<file path="src/rtl/uart_frame_sched_if.sv">
// uart_frame_sched_if: sample input, uart_tx byte handshake and status
// signals of the AD7606-to-UART frame sequencer.
interface uart_frame_sched_if #(
  parameter int unsigned NUM_CH = 8
);
  logic                  smp_valid;
  logic [16*NUM_CH-1:0]  smp_data;
  logic                  frame_ready;
  logic                  uart_tx_we;
  logic [7:0]            data_tx;
  logic                  uart_tx_end;
  logic                  frame_done;
  logic [7:0]            drop_cnt;

  // Sequencer side: consumes samples and uart_tx_end, drives uart_tx.
  modport slave (
    input  smp_valid, smp_data, uart_tx_end,
    output frame_ready, uart_tx_we, data_tx, frame_done, drop_cnt
  );

  // Environment side: capture logic plus uart_tx.
  modport master (
    output smp_valid, smp_data, uart_tx_end,
    input  frame_ready, uart_tx_we, data_tx, frame_done, drop_cnt
  );
endinterface

</file>
<file path="src/rtl/uart_frame_sched.sv">
// uart_frame_sched: packs one AD7606 conversion set into a UART frame
// (HDR0, HDR1, ch0 hi/lo .. chN-1 hi/lo [, checksum]) and hands it to
// uart_tx one byte per uart_tx_end. Strobes arriving mid-frame are dropped
// and counted. Define UART_FRAME_CKSUM_EN to append the 8-bit data checksum.
module uart_frame_sched #(
  parameter int unsigned NUM_CH = 8,
  parameter logic [7:0]  HDR0   = 8'hAA,
  parameter logic [7:0]  HDR1   = 8'h55
) (
  input  logic                clk,
  input  logic                rst,
  uart_frame_sched_if.slave   bus
);

  localparam int unsigned DATA_BYTES = 2 * NUM_CH;
`ifdef UART_FRAME_CKSUM_EN
  localparam int unsigned FRAME_LEN  = 3 + DATA_BYTES;
`else
  localparam int unsigned FRAME_LEN  = 2 + DATA_BYTES;
`endif
  localparam int unsigned IDX_W      = 5;
  localparam int unsigned SMP_W      = 16 * NUM_CH;
  localparam logic [IDX_W-1:0] LAST_IDX = IDX_W'(FRAME_LEN - 1);
  localparam logic [IDX_W-1:0] DATA_LO  = IDX_W'(2);

  typedef enum logic {
    IDLE,
    SEND
  } state_e;

  state_e             state_q, state_d;
  logic [SMP_W-1:0]   shadow_q, shadow_d;
  logic [IDX_W-1:0]   idx_q, idx_d;
  logic [7:0]         data_tx_q, data_tx_d;
  logic               we_q, we_d;
  logic               ready_q, ready_d;
  logic               done_q, done_d;
  logic [7:0]         drop_q, drop_d;
`ifdef UART_FRAME_CKSUM_EN
  logic [7:0]         cksum_q, cksum_d;
`endif

  logic [IDX_W-1:0]   idx_nxt;
  logic [7:0]         nxt_byte;
  logic               last_end;
  logic               accept;
  logic               drop;

  // Channel byte for frame index i (i >= 2): even offsets are the high byte.
  function automatic logic [7:0] pick_byte(input logic [SMP_W-1:0] smp,
                                           input logic [IDX_W-1:0] i);
    logic [IDX_W-1:0] off;
    logic [7:0]       b;
    off = i - DATA_LO;
    b   = 8'h00;
    for (int unsigned c = 0; c < NUM_CH; c++) begin
      if (32'(off[IDX_W-1:1]) == c) begin
        b = off[0] ? smp[16*c +: 8] : smp[16*c+8 +: 8];
      end
    end
    return b;
  endfunction

  // Next-state and next-output logic; acceptance overrides the frame tail.
  always_comb begin
    state_d   = state_q;
    shadow_d  = shadow_q;
    idx_d     = idx_q;
    data_tx_d = data_tx_q;
    we_d      = we_q;
    ready_d   = ready_q;
    done_d    = 1'b0;
    drop_d    = drop_q;
`ifdef UART_FRAME_CKSUM_EN
    cksum_d   = cksum_q;
`endif

    idx_nxt  = idx_q + IDX_W'(1);
    nxt_byte = pick_byte(shadow_q, idx_nxt);
    last_end = (state_q == SEND) && bus.uart_tx_end && (idx_q == LAST_IDX);
    accept   = bus.smp_valid && ((state_q == IDLE) || last_end);
    drop     = bus.smp_valid && (state_q == SEND) && !last_end;

    case (state_q)
      IDLE: begin
        we_d    = 1'b0;
        ready_d = 1'b1;
      end
      SEND: begin
        if (bus.uart_tx_end) begin
          if (idx_q != LAST_IDX) begin
            idx_d = idx_nxt;
            if (idx_nxt == IDX_W'(1)) begin
              data_tx_d = HDR1;
            end
`ifdef UART_FRAME_CKSUM_EN
            else if (idx_nxt == LAST_IDX) begin
              data_tx_d = cksum_q;
            end else begin
              data_tx_d = nxt_byte;
              cksum_d   = cksum_q + nxt_byte;
            end
`else
            else begin
              data_tx_d = nxt_byte;
            end
`endif
          end else begin
            done_d  = 1'b1;
            state_d = IDLE;
            we_d    = 1'b0;
            ready_d = 1'b1;
            idx_d   = '0;
          end
        end
      end
      default: begin
        state_d = IDLE;
      end
    endcase

    if (accept) begin
      state_d   = SEND;
      shadow_d  = bus.smp_data;
      idx_d     = '0;
      data_tx_d = HDR0;
      we_d      = 1'b1;
      ready_d   = 1'b0;
`ifdef UART_FRAME_CKSUM_EN
      cksum_d   = 8'h00;
`endif
    end

    if (drop && (drop_q != 8'hFF)) begin
      drop_d = drop_q + 8'd1;
    end
  end

  // State and output registers with synchronous reset.
  always_ff @(posedge clk) begin
    if (rst) begin
      state_q   <= IDLE;
      shadow_q  <= '0;
      idx_q     <= '0;
      data_tx_q <= 8'h00;
      we_q      <= 1'b0;
      ready_q   <= 1'b1;
      done_q    <= 1'b0;
      drop_q    <= 8'h00;
`ifdef UART_FRAME_CKSUM_EN
      cksum_q   <= 8'h00;
`endif
    end else begin
      state_q   <= state_d;
      shadow_q  <= shadow_d;
      idx_q     <= idx_d;
      data_tx_q <= data_tx_d;
      we_q      <= we_d;
      ready_q   <= ready_d;
      done_q    <= done_d;
      drop_q    <= drop_d;
`ifdef UART_FRAME_CKSUM_EN
      cksum_q   <= cksum_d;
`endif
    end
  end

  assign bus.uart_tx_we  = we_q;
  assign bus.data_tx     = data_tx_q;
  assign bus.frame_ready = ready_q;
  assign bus.frame_done  = done_q;
  assign bus.drop_cnt    = drop_q;

endmodule
</file>
<file path="src/flat_wrapper.sv">
// flat-port wrapper written by rule: the top's interface ports become plain ports
module uart_frame_sched_flat 
#(
  parameter int unsigned NUM_CH = 8,
  parameter logic [7:0]  HDR0   = 8'hAA,
  parameter logic [7:0]  HDR1   = 8'h55
)
  (clk, rst, bus_smp_valid, bus_smp_data, bus_uart_tx_end, bus_frame_ready, bus_uart_tx_we, bus_data_tx, bus_frame_done, bus_drop_cnt);
  uart_frame_sched_if #(.NUM_CH(NUM_CH)) bus_i ();
  input  logic clk;
  input  logic rst;
  input wire logic [$bits(bus_i.smp_valid)-1:0] bus_smp_valid;
  input wire logic [$bits(bus_i.smp_data)-1:0] bus_smp_data;
  input wire logic [$bits(bus_i.uart_tx_end)-1:0] bus_uart_tx_end;
  output wire logic [$bits(bus_i.frame_ready)-1:0] bus_frame_ready;
  output wire logic [$bits(bus_i.uart_tx_we)-1:0] bus_uart_tx_we;
  output wire logic [$bits(bus_i.data_tx)-1:0] bus_data_tx;
  output wire logic [$bits(bus_i.frame_done)-1:0] bus_frame_done;
  output wire logic [$bits(bus_i.drop_cnt)-1:0] bus_drop_cnt;
  assign bus_i.smp_valid = bus_smp_valid;
  assign bus_i.smp_data = bus_smp_data;
  assign bus_i.uart_tx_end = bus_uart_tx_end;
  assign bus_frame_ready = bus_i.frame_ready;
  assign bus_uart_tx_we = bus_i.uart_tx_we;
  assign bus_data_tx = bus_i.data_tx;
  assign bus_frame_done = bus_i.frame_done;
  assign bus_drop_cnt = bus_i.drop_cnt;
  uart_frame_sched #(.NUM_CH(NUM_CH), .HDR0(HDR0), .HDR1(HDR1)) u_core (.clk(clk), .rst(rst), .bus(bus_i));
endmodule
</file>
<file path="config.mk">
export PLATFORM = sky130hd
export DESIGN_NAME = uart_frame_sched_flat
export DESIGN_NICKNAME = d
export VERILOG_FILES = /design/src/rtl/uart_frame_sched_if.sv /design/src/rtl/uart_frame_sched.sv /design/src/flat_wrapper.sv
export SDC_FILE = /design/constraint.sdc
export NUM_CORES = 1
export LEC_CHECK = 0
export CELL_PAD_IN_SITES_DETAIL_PLACEMENT = 1
export CELL_PAD_IN_SITES_GLOBAL_PLACEMENT = 2
export CORE_MARGIN = 2
export CORE_UTILIZATION = 36
export DETAILED_ROUTE_END_ITERATION = 8
export DONT_BUFFER_PORTS = 1
export PLACE_DENSITY_LB_ADDON = 0.15
export SLEW_MARGIN = 15
export SYNTH_ARGS = -nofsm -noshare
export SYNTH_HDL_FRONTEND = slang
export SYNTH_SLANG_ARGS = --single-unit
export TNS_END_PERCENT = 5
</file>
<file path="constraint.sdc">
create_clock -name clk -period 3.9 [get_ports clk]
set_input_delay 0.39 -clock clk [delete_from_list [all_inputs] [get_ports clk]]
set_output_delay 0.39 -clock clk [all_outputs]
set_load 0.02 [all_outputs]
</file>
* Word-level counts from Yosys, hierarchy flattened *
Index checks and enable logic that the tools add are counted.

cells by class
  $add $sub $neg = 3
  equal/unequal tests = 13
  multiplexer cells = 35
  bitwise logic cells = 2
  reductions and logical operators = 18

operators with widths
  kind                                                  count
  two-way mux 8 bit                                     21
  equality test 4 x 3 -> 1 bit (second input constant)  4
  two-way mux 1 bit                                     11
  adder 8 x 1 -> 8 bit (second input constant)          1
  equality test 4 x 2 -> 1 bit (second input constant)  2
  != test 8 bit (second input constant)                 1
  logical AND 1 bit                                     6
  != test 3 bit (second input constant)                 2
  AND reduction 3 bit                                   2
  nonzero test 2 bit                                    3
  adder 5 x 1 -> 5 bit (second input constant)          1
  equality test 5 x 1 -> 1 bit (second input constant)  1
  equality test 5 bit (second input constant)           1
  two-way mux 5 bit                                     1
  != test 5 bit (second input constant)                 1
  subtractor 5 x 2 -> 5 bit (second input constant)     1
  equality test 4 x 1 -> 1 bit (second input constant)  1
  zero test 4 bit                                       1
  one-hot mux 1 bit (2 select lines)                    2
  AND reduction 2 bit                                   2
  OR reduction 3 bit                                    1
  NOT 1 bit                                             2
  OR reduction 2 bit                                    1
  zero test 1 bit                                       1
  logical OR 1 bit                                      1

storage, ports and cells
  register bits = 153
  output and inout bits = 19

* Longest topological paths before layout *
  depth after elaboration = 16
  depth in mapped cells = 14
  mapped depth without buffers = 8

* Worst setup path before layout *
OpenSTA, ideal clock, no wires.

  path kind = register -> register
  from = register u_core.idx_q[0]
  to = register u_core.data_tx_q[4] (netlist: u_core.bus.data_tx[4])
  setup time = 0.121 ns
  arrival time = 2.981 ns
  data required time = 3.779 ns
  slack = 0.798 ns
  cell stages (with the launch flop) = 14
  path buffers = 5
  cells stage by stage = dfxtp_1 -> clkbuf_8 -> buf_2 -> buf_2 -> buf_2 -> inv_1 -> ha_1 -> buf_2 -> or4bb_2 -> o31ai_4 -> nand2_1 -> a221oi_1 -> o22a_1 -> o21ai_1

on the way
  longest elaborated chain between the ends = 12

RTL lines
  what                                                         RTL line                                        source
  start: declaration                                           uart_frame_sched.sv:33                          logic [IDX_W-1:0] idx_q, idx_d;
  start signal: assignment                                     uart_frame_sched.sv:156                         idx_q <= idx_d;
  adder 5 x 1 -> 5 bit                                         uart_frame_sched.sv:78                          idx_nxt = idx_q + IDX_W'(1);
  subtractor 5 x 2 -> 5 bit                                    uart_frame_sched.sv:54                          off = i - DATA_LO;
  zero test 4 bit / two-way mux 8 bit (equally long branches)  uart_frame_sched.sv:57, uart_frame_sched.sv:58
  two-way mux 8 bit (8 in a row)                               uart_frame_sched.sv:57                          if (32'(off[IDX_W-1:1]) == c) begin
  two-way mux 8 bit                                            uart_frame_sched.sv:93                          if (idx_nxt == IDX_W'(1)) begin
  end signal: assignment                                       uart_frame_sched.sv:157                         data_tx_q <= data_tx_d;
  end: declaration                                             uart_frame_sched.sv:34                          logic [7:0] data_tx_q, data_tx_d;

Several ways; a longest one is shown, not always the timed one.
A chain may end at the register's enable or synchronous reset.

* Worst setup path in the final report *
  from = register u_core.idx_q[1]
  to = register u_core.data_tx_q[2] (netlist: u_core.bus.data_tx[2])

on the way
  longest elaborated chain between the ends = 12

RTL lines
  what                            RTL line
  adder 5 x 1 -> 5 bit            uart_frame_sched.sv:78
  subtractor 5 x 2 -> 5 bit       uart_frame_sched.sv:54
  zero test 4 bit                 uart_frame_sched.sv:57
  two-way mux 8 bit (8 in a row)  uart_frame_sched.sv:57
  two-way mux 8 bit               uart_frame_sched.sv:93

Several ways; a longest one is shown, not always the timed one.

==> flow_summary.toml <==
[outcome]
status = "finished clean"

[synth]
ys_seq_elements = 153
syn_nets = 1038
syn_area_mm2 = 0.007122
yosysWarnings = 0
avgSynthCellArea_um2 = 7.896
ys_async_sr_fraction = 0
yosysSeqAreaShare = 0.4301
synth_cell_types = 57
synthFlopType = "dfxtp_1"
syn_inst = 902
synth_edf_count = 0

[cts]
root_buffer = "clkbuf_16"
ctsHoldBuffers = 0
htree_num_levels = 4
clk_latency_ps = 430
cts_tree = "done"
cts_sinks = 153
post-cts-setup-buffer-count = 0
clock_tree.buffer_depth = 2
clk_pin_slew_ps = 60
cts_buffers = 17
post_cts_resized = 0

[worst_setup_path]
cp_cell_sequence = "inv_1, ha_1, buf_4, nand3b_1, o31ai_4, nand2_1, a221oi_1, o22a_1, o21ai_1"
cp.arrival_ps = 3350
end_kind = "register"
cp_slowest_stage_delay_ps = 550
worstSetupPathType = "reg -> reg"
critPathRequiredTime_ps = 4210
cp_max_fo = 35
cp-start-kind = "register"
reg2reg_depth = 9
crit_slowest_cell = "a221oi_1"

[sta]
fin_crit_sh = 0.7799
maxSlewHeadroom = 0.4454
tightest_slew_ps = 829.1
fin_crit_ps = 3042
finalSetupViolCount = 0
final_max_slew_viol_count = 0
timing.fmax_ghz = 0.3288
final_hold_viol_count = 0
finalSetupTns_ps = 0
rsz0062_at_grt = "no"
clock_skew_ps = 9.201

[power]
p_leak_nw = 2.652
ir_worst_vdd_mv = 0.2522
p_per_area_mw_per_mm2 = 477.4
p_total_mw = 3.699

[route]
via_per_inst = 5.226
wl_per_cell_um = 17.82
first_pass_iters = 4
routed_wirelength_um = 20260
drc = 0
antenna_left = 0
num_vias = 5942
drtIter0Drc = 230

[placement]
dp.cells = 1105
place_hpwl_um = 14210
numPortBuffers = 0
gp_congestion = 0.7978

[job]
cap_violations = 0

[floorplanning]
fp.dieArea_mm2 = 0.02092
coreArea_mm2 = 0.01946
die_w_um = 144.7
die_h_um = 144.7
io_pins = 151
rows = 51
start_util = 0.3659

[final_layout]
final_cells = 1137
antenna_cells = 0
syn_to_final_growth_pct = 8.784
layout_common_cells = "nand2_1, a21oi_1, dfxtp_1, mux2i_1, nor2_1"
fin_nets = 995
layout-drive-gt1-share = 0.08716
final_common_cell = "nand2_1"
n_fill_cell = 2315

[grt]
grt_first_pass_wirelength_um = 31860
antenna_found_initial = 0
grt_usage = 0.1976
grt_max_degree = 149
overflow = 0
grt_pass1_vias = 6074

[min_path]
min_path_cells = 1
min_path_type = "in -> reg"
## sequential cells by signal, summed over array words and instances (netlist names)
| name | cells |
|---|---|
| u_core.idx_q | 5 |
| u_core.bus.data_tx | 8 |
| u_core.bus.frame_ready | 1 |
| u_core.shadow_q | 128 |
| u_core.bus.drop_cnt | 8 |
| u_core.bus.frame_done | 1 |
| u_core.bus.uart_tx_we | 1 |
| u_core.state_q | 1 |
## worst paths after layout
check / slack (ps) / endpoint / from
worst max-delay path: 860 / u_core.bus.data_tx[2] / u_core.idx_q[1]
worst min-delay path: 40 / u_core.shadow_q[125] / rst
worst max register to register: 860 / u_core.bus.data_tx[2] / u_core.idx_q[1]
worst min register to register: 450 / u_core.shadow_q[101] / u_core.shadow_q[101]
## cell usage after synthesis (all sizes together) (2+ instances only)
cell type	number	share of area
nand2	291	0.15
a21oi	158	0.11
dfxtp	153	0.43
clkbuf	39	0.029
buf	31	0.026
mux2i	30	0.042
nor2	26	0.014
a211oi	17	0.018
mux2	16	0.025
o21ai	15	0.011
nor3	11	0.0084
inv	10	0.0053
nor2b	8	0.0070
nand3	7	0.0056
a31oi	6	0.0053
and2	6	0.0060
o211ai	6	0.0063
o21a	6	0.0063
a21o	5	0.0054
xnor2	5	0.0061
a2111o	4	0.0063
a221oi	4	0.0049
and2b	4	0.0049
ha	4	0.0070
mux4	4	0.013
o22a	4	0.0049
o22ai	4	0.0035
xor2	4	0.0049
and3	2	0.0018
and3b	2	0.0026
and4	2	0.0025
nand2b	2	0.0018
nand3b	2	0.0021
nor3b	2	0.0021
nor4b	2	0.0025
## logic make-up (layout without fill, tap and decap cells)
group | count (synthesis) | count (layout) | share of synthesized area
AND/OR/NAND/NOR | 374 | 374 | 0.2233
XOR/XNOR | 9 | 9 | 0.01107
buffers and inverters | 80 | 50 | 0.06061
AO/OA/AOI/OAI | 232 | 232 | 0.1878
multiplexers | 50 | 50 | 0.08011
flip-flops | 153 | 153 | 0.4301
adder cells (fa/ha/maj) | 4 | 4 | 0.007028
## worst max-delay path: cells and delay by family, from the launching register on
kind,cells,cell delay [ps]
flip-flops,1,510
AND/OR/NAND/NOR,2,300
adder cells (fa/ha/maj),1,320
AO/OA/AOI/OAI,4,1270
buffers and inverters,2,510
## through the flow
step	hold slack, ps	cell area [um2]	worst slack, ps	utilization
CTS	16.14	7747	844.4	0.3981
detailed placement	440.9	7146	873.6	0.3671
floorplan	431.8	7122	798.2	-
global route	9.027	7747	616.7	0.3981
global placement	434.2	7146	908.9	0.3671
finish	36.72	7747	858.3	0.3981
## report_power, final
part | internal, mW | total, mW | switching [mW]
Sequential | 1.65 | 1.71 | 0.0591
Clock | 1.01 | 1.71 | 0.699
Combinational | 0.107 | 0.280 | 0.174
Total | 2.77 | 3.70 | 0.932
## area by class of cell
cell class / instances / area, um2 / share of cell area
multi-input combinational: 669 / 3637 / 0.4695
sequential: 153 / 3067 / 0.3958
timing repair buffer: 8 / 72.57 / 0.009367
tap: 265 / 331.6 / 0.04280
clock inverter: 13 / 168.9 / 0.02180
clock buffer: 19 / 432.9 / 0.05588
inverter: 10 / 37.54 / 0.004845
## per-layer routing
metal  part of all wire  track usage  wire length (um)  vias to the layer above
li1                   -            -                 -                     2964
met3              0.046      0.05397               932                       16
met1               0.46       0.2553              9362                     2854
met2               0.48       0.3290              9760                      108
met4             0.0099      0.04752               201                        0
met5                  0            0                 0                        -
No activity file was read; power rests on OpenSTA's default activity.
